<file path="src/rtl/hardware_top.sv">
// Board I/O top: 8N1 UART transmit sequencer plus a receiver
// that fills eight byte registers in arrival order.
module hardware_top #(
  parameter int CLK_DIV   = 4,
  parameter int NUM_BYTES = 8
) (
  input  logic       CLK,
  input  logic       RST,
  input  logic [7:0] SB,
  output logic       TX,
  input  logic       RX,
  output logic [7:0] io_ena,
  output logic [7:0] io_0,
  output logic [7:0] io_1,
  output logic [7:0] io_2,
  output logic [7:0] io_3,
  output logic [7:0] io_4,
  output logic [7:0] io_5,
  output logic [7:0] io_6,
  output logic [7:0] io_7
);

  localparam int CW = $clog2(CLK_DIV);
  localparam logic [CW-1:0] LAST = CW'(CLK_DIV - 1);
  localparam logic [CW-1:0] HALF = CW'(CLK_DIV / 2 - 1);
  localparam logic [3:0]    NB   = 4'(NUM_BYTES);

  typedef enum logic [1:0] {
    IDLE,
    START,
    DATA,
    STOP
  } rx_st_t;

  function automatic logic [7:0] pat(
    input logic [3:0] k,
    input logic [7:0] sb
  );
    return sb ^ {k, k};
  endfunction

  logic          tx_run;
  logic [3:0]    tx_idx;
  logic [3:0]    tx_nxt;
  logic [3:0]    tx_bit;
  logic [CW-1:0] tx_cnt;
  logic [7:0]    tx_sh;

  assign tx_nxt = tx_idx + 4'd1;

  // tx_bit: 0 start, 1..8 data, 9 stop, 10 inter-frame gap
  always_ff @(posedge CLK) begin
    if (!RST) begin
      TX     <= 1'b1;
      tx_run <= 1'b0;
      tx_idx <= '0;
      tx_bit <= '0;
      tx_cnt <= '0;
      tx_sh  <= '0;
    end else if (!tx_run) begin
      if (tx_idx < NB) begin
        tx_run <= 1'b1;
        TX     <= 1'b0;
        tx_bit <= '0;
        tx_cnt <= '0;
        tx_sh  <= pat(tx_idx, SB);
      end
    end else if (tx_cnt != LAST) begin
      tx_cnt <= tx_cnt + CW'(1);
    end else begin
      tx_cnt <= '0;
      if (tx_bit == 4'd10) begin
        tx_idx <= tx_nxt;
        if (tx_nxt < NB) begin
          TX     <= 1'b0;
          tx_bit <= '0;
          tx_sh  <= pat(tx_nxt, SB);
        end else begin
          tx_run <= 1'b0;
        end
      end else begin
        tx_bit <= tx_bit + 4'd1;
        if (tx_bit < 4'd8) begin
          TX    <= tx_sh[0];
          tx_sh <= {1'b0, tx_sh[7:1]};
        end else begin
          TX <= 1'b1;
        end
      end
    end
  end

  rx_st_t        rx_st;
  logic          rx_s1;
  logic          rx_s2;
  logic          rx_err;
  logic [CW-1:0] rx_cnt;
  logic [2:0]    rx_bit;
  logic [7:0]    rx_sh;
  logic [3:0]    wr_idx;
  logic [7:0]    io_r [8];

  always_ff @(posedge CLK) begin
    if (!RST) begin
      rx_s1  <= 1'b1;
      rx_s2  <= 1'b1;
      rx_st  <= IDLE;
      rx_err <= 1'b0;
      rx_cnt <= '0;
      rx_bit <= '0;
      rx_sh  <= '0;
      wr_idx <= '0;
      io_ena <= '0;
      for (int i = 0; i < 8; i++) io_r[i] <= '0;
    end else begin
      rx_s1 <= RX;
      rx_s2 <= rx_s1;
      unique case (rx_st)
        IDLE: begin
          if (!rx_s2) begin
            rx_st  <= START;
            rx_cnt <= '0;
          end
        end
        START: begin
          if (rx_cnt == HALF) begin
            rx_cnt <= '0;
            rx_bit <= '0;
            rx_st  <= rx_s2 ? IDLE : DATA;
          end else begin
            rx_cnt <= rx_cnt + CW'(1);
          end
        end
        DATA: begin
          if (rx_cnt == LAST) begin
            rx_cnt <= '0;
            rx_sh  <= {rx_s2, rx_sh[7:1]};
            rx_bit <= rx_bit + 3'd1;
            if (rx_bit == 3'd7) rx_st <= STOP;
          end else begin
            rx_cnt <= rx_cnt + CW'(1);
          end
        end
        STOP: begin
          // after a framing error, hold off until the line goes idle
          if (rx_err) begin
            if (rx_s2) begin
              rx_err <= 1'b0;
              rx_st  <= IDLE;
            end
          end else if (rx_cnt == LAST) begin
            rx_cnt <= '0;
            if (rx_s2) begin
              rx_st <= IDLE;
              if (wr_idx < NB) begin
                io_r[wr_idx[2:0]]   <= rx_sh;
                io_ena[wr_idx[2:0]] <= 1'b1;
                wr_idx              <= wr_idx + 4'd1;
              end
            end else begin
              rx_err <= 1'b1;
            end
          end else begin
            rx_cnt <= rx_cnt + CW'(1);
          end
        end
        default: rx_st <= IDLE;
      endcase
    end
  end

  assign io_0 = io_r[0];
  assign io_1 = io_r[1];
  assign io_2 = io_r[2];
  assign io_3 = io_r[3];
  assign io_4 = io_r[4];
  assign io_5 = io_r[5];
  assign io_6 = io_r[6];
  assign io_7 = io_r[7];

endmodule

</file>
<file path="config.mk">
export PLATFORM = sky130hd
export DESIGN_NAME = hardware_top
export DESIGN_NICKNAME = d
export VERILOG_FILES = /design/src/rtl/hardware_top.sv
export SDC_FILE = /design/constraint.sdc
export NUM_CORES = 1
export LEC_CHECK = 0
export CORE_MARGIN = 3
export CORE_UTILIZATION = 40
export DETAILED_ROUTE_END_ITERATION = 10
export PLACE_DENSITY = 0.59
export SYNTH_ARGS = -nofsm -noshare
export SYNTH_HDL_FRONTEND = slang
export SYNTH_SLANG_ARGS = --single-unit
</file>
<file path="constraint.sdc">
create_clock -name CLK -period 3.8 [get_ports CLK]
set_input_delay 0.38 -clock CLK [delete_from_list [all_inputs] [get_ports CLK]]
set_output_delay 0.38 -clock CLK [all_outputs]
set_load 0.005 [all_outputs]
</file>
## Word level (Yosys, flattened, before mapping)

Memories as Yosys holds them, arrays and structs flattened.
Cells that the tools add are included.

- Register bits: 50
- Logic and storage cells: 121
- Memory bits (writable): 64
- Memories kept: 1
- Latch bits: 0
- Output and inout port bits: 73
- Memory bits (read-only): 0
- Input bits: 11

Memories:

| memory | words | width | rd ports | clocked after memory_dff | write ports | RTL line | text |
|---|---|---|---|---|---|---|---|
| io_r | 8 | 8 | 8 | 0 | 8 | 101 | `logic [7:0] io_r [8];` |

- Shift operators: 0
- Eq/ne operators: 17
- Multipliers: 0
- Magnitude comparators: 6
- Reduce and logical (&&, ||, !) cells: 13
- Add/subtract/negate cells: 6
- Div/mod/pow operators: 0
- Bitwise operators: 5
- Multiplexer cells: 58

Operator list:

| cell | count |
|---|---|
| 8-bit two-way mux | 7 |
| 2-bit two-way mux | 15 |
| 1-bit two-way mux | 24 |
| 4-bit two-way mux | 5 |
| 4-bit less-than comparator (second input constant) | 4 |
| 2-bit case mux with 4 select lines | 2 |
| 8-bit bitwise XOR | 2 |
| 2-bit != test (second input constant) | 7 |
| 4-bit by 1-bit adder with 4-bit output (second input constant) | 3 |
| 5-bit AND reduction | 2 |
| 3-bit two-way mux | 3 |
| 3-bit AND reduction | 3 |
| 8-bit bitwise OR | 1 |
| 8-bit OR reduction | 1 |
| 2-bit equality test (second input constant) | 3 |
| 3-bit case mux with 2 select lines | 1 |
| 2-bit by 1-bit adder with 2-bit output (second input constant) | 2 |
| 2-bit by 1-bit equality test with 1-bit output (second input constant) | 2 |
| 4-bit equality test (second input constant) | 1 |
| 3-bit by 4-bit less-than comparator with 1-bit output (second input constant) | 1 |
| 2-bit AND reduction | 2 |
| 4-bit AND reduction | 1 |
| 2-bit nonzero test | 2 |
| 3-bit by 1-bit adder with 3-bit output (second input constant) | 1 |
| 9 further kinds | 10 |

## Depth between registers and ports, before layout

- Word-level depth: 10
- Mapped depth: 8
- Mapped depth without buffers: 7

## Least setup slack after synthesis

Ideal clock, no wire load.

- Path kind: reg2reg
- Start: reg rx_cnt[0]
- End: mem io_r[6][0], enable pin
- Clock period less this slack: 2.224 ns
- Setup time: 0.384 ns
- Stages on the path, launching flop included: 6
- Buffers on the path: 0
- Data arrival time: 1.840 ns
- Data required time: 3.416 ns
- Path slack: 1.576 ns
- Path through: dfxtp_1 > ha_1 > nand2_1 > nor4_4 > nand2b_4 > o21ai_0

RTL lines:

| what | RTL line | text |
|---|---|---|
| start: declaration | 97 | `logic [CW-1:0] rx_cnt;` |
| start signal: assignment | 131 | `rx_cnt <= rx_cnt + CW'(1);` |
| start signal: assignment | 141 | `rx_cnt <= rx_cnt + CW'(1);` |
| start signal: assignment | 164 | `rx_cnt <= rx_cnt + CW'(1);` |
| end: declaration | 101 |  |

==> qor.csv <==
metric,value,unit
status,completed,
finalPower,3.082,mW
maxSlewViolCount,0,
setup-tns-final,0,ns
vias,3395,
finalCritPeriodShare,65.84,%
fin_area,0.006419,mm^2
grt_antenna_before_repair,0,
dp_hpwl,7283,um
cap_violations,0,
cts_setup_buffers,0,
ios,84,
grt_pass1_vias,3261,
yosysUniqueCellTypes,48,
gp_congestion,0.7707,
cp_top_family,simple AND/OR/NAND/NOR gates,
n_antenna_cell,0,
reg2reg_to,io_r[5][4],
clk_pin_slew,0.05,ns
rsz0062_at_grt,no,
cp-start-kind,register,
yosysWarnings,0,
cp.depth,5,
p_per_area,480.2,mW/mm^2
die_w,115.7,um
clock_sinks,114,
portBuffers,83,
cts_resized,0,
drive_gt1_share,9.714,%
drc,0,
period_needed,2.502,ns
dpl_cell_area,0.005812,mm^2
rr_worst_depth,5,
slowest_delay,0.57,ns
endpoint_kind,register,
grt_max_degree,36,
path_buf_inv,0,
synthCells,419,
hold_buffers,0,
hold_start,rx_s1,
slew_headroom,58.13,%
num_rows,39,
path_class,reg2reg,
hold_violations,0,
hold-path-endpoint,rx_s2,
cts_buffer_depth,2,
nets,533,
synth_async_sr_flop_share,0,%
p_leak,2.443,nW
drt-pass1-iter-count,4,
worst_r2r_startpoint,rx_st[0],
cts_buffers,17,
setup_viol,0,
cts-root-buf,clkbuf_16,
grt_use_total,16.76,%
syn_area,0.004812,mm^2
cp_max_fo,14,
cp_cell_sequence,"nand2_1, nor4_4, nand2_4, nor3_4, nand2b_1",
fmax,0.3997,GHz
crit_required,3.85,ns
wl,10590,um
detail_route.wl_per_cell,15.85,um
grt_pass1_wl,17060,um
reg2reg_slack,1.30,ns
fp.dieH,115.7,um
clock_latency,0.40,ns
cp_slowest_cell,dfxtp_1,
cts_max_level,4,
ys_seq_elements,114,
grt_remaining_overflow,0,
start_util,41.61,%
cp.arrival,2.55,ns
syn_to_final_growth,33.39,%
hold_class,reg2reg,
worstMarginPinSlew,0.6257,ns
layout_commonest_cell,clkdlybuf4s50_1,
worst_ir_drop_vdd,230.6,uV
yosysSeqAreaShare,60.74,%
ant_nets,0,
synth_ff_type,edfxtp_1,
skew,0.01039,ns
first_iter_violations,131,
layout_common_cells,"83 x clkdlybuf4s50_1, 66 x and2_1, 64 x edfxtp_1",
syn_avg_cell_area,11.48,um^2
hold_depth,1,
fp.coreArea,0.01156,mm^2
synth_edf_count,64,
die-area,0.01338,mm^2
tritoncts,built,
synth_nets,440,
viasPerCell,5.082,
## synthesized netlist by cell type (all sizes together), types with 2 or more instances
master | n | area, um^2
o31ai | 2 | 15.01
a21boi | 9 | 67.57
ha | 10 | 125.1
buf | 3 | 13.76
a21o | 10 | 75.07
nand3b | 4 | 30.03
o21ai | 17 | 85.08
nor2b | 3 | 18.77
and2 | 66 | 412.9
a211oi | 2 | 15.01
clkbuf | 13 | 48.80
or2 | 2 | 12.51
a22oi | 2 | 15.01
edfxtp | 64 | 1922
a21oi | 13 | 65.06
dfxtp | 50 | 1001
nand2b | 9 | 63.81
nand3 | 11 | 55.05
a221oi | 2 | 17.52
xnor2 | 8 | 70.07
xor2 | 5 | 43.79
nor3 | 9 | 90.08
a31oi | 4 | 25.02
nand2 | 43 | 168.9
mux2i | 3 | 30.03
o211a | 3 | 30.03
o2111ai | 2 | 17.52
inv | 6 | 22.52
nor2 | 28 | 115.1
o211ai | 4 | 30.03
## final cells by class
cell class / instances / area [um^2]
multi-input cells: 283 / 1804
clock buffers: 21 / 481.7
inverters: 6 / 22.52
clock inverters: 11 / 125.1
repair buffers: 90 / 883.3
flip-flops and latches: 114 / 2923
fillers: 988 / 5146
well taps: 143 / 178.9
## worst max path at each step
stage	from	end	slack, ns
after global routing	rx_st[0]	io_r[3][7]	1.06
final	rx_st[0]	io_r[5][4]	1.30
after floorplan	rx_cnt[0]	io_r[6][0]	1.58
after CTS	rx_st[0]	io_r[5][4]	1.28
after detailed placement	RST	io_r[6][5]	1.25
after global placement	RST	io_r[6][6]	1.27
## registers in the layout (all words and copies together) (netlist names), named ones only
register  cells
rx_s1         1
rx_err        1
rx_cnt        2
rx_st         1
tx_run        1
wr_idx        4
rx_s2         1
io_r         64
tx_cnt        2
rx_sh         8
tx_idx        4
io_ena        8
rx_bit        3
TX            1
tx_bit        4
tx_sh         8
## layer usage
layer / global-route usage, % / part of all wire (%)
met4: 4.563 / 1.0
met2: 28.63 / 50
met3: 4.595 / 4.9
met5: 0 / 0
met1: 21.06 / 44
## metrics by stage
step / std cells / setup WS [ns] / hold slack, ns / utilization [%]
final: 668 / 1.298 / 0.4101 / 55.50
after global routing: 668 / 1.062 / 0.4491 / 55.50
after CTS: 668 / 1.276 / 0.4138 / 55.50
after detailed placement: 636 / 1.246 / 0.3970 / 50.25
after global placement: 636 / 1.269 / 0.3949 / 50.25
after floorplan: 419 / 1.576 / 0.3863 / -
## kinds of logic after synthesis
kind of cell	count (synthesis)	synth area share [%]
AO/OA/AOI/OAI	77	10.76
XOR/XNOR	13	2.366
adder cells (fa/ha/maj)	10	2.600
buffers and inverters	22	1.768
flip-flops	114	60.74
multiplexers	3	0.6240
AND/OR/NAND/NOR	180	21.14
## report_power, final
part | internal, mW | switching [mW] | leakage (nW) | total (mW)
registers | 1.33 | 0.0161 | 1.07 | 1.35
clock network | 1.04 | 0.551 | 0.291 | 1.59
logic | 0.0750 | 0.0652 | 1.08 | 0.140
total | 2.45 | 0.633 | 2.44 | 3.08
(Power assumes the default switching activity.)
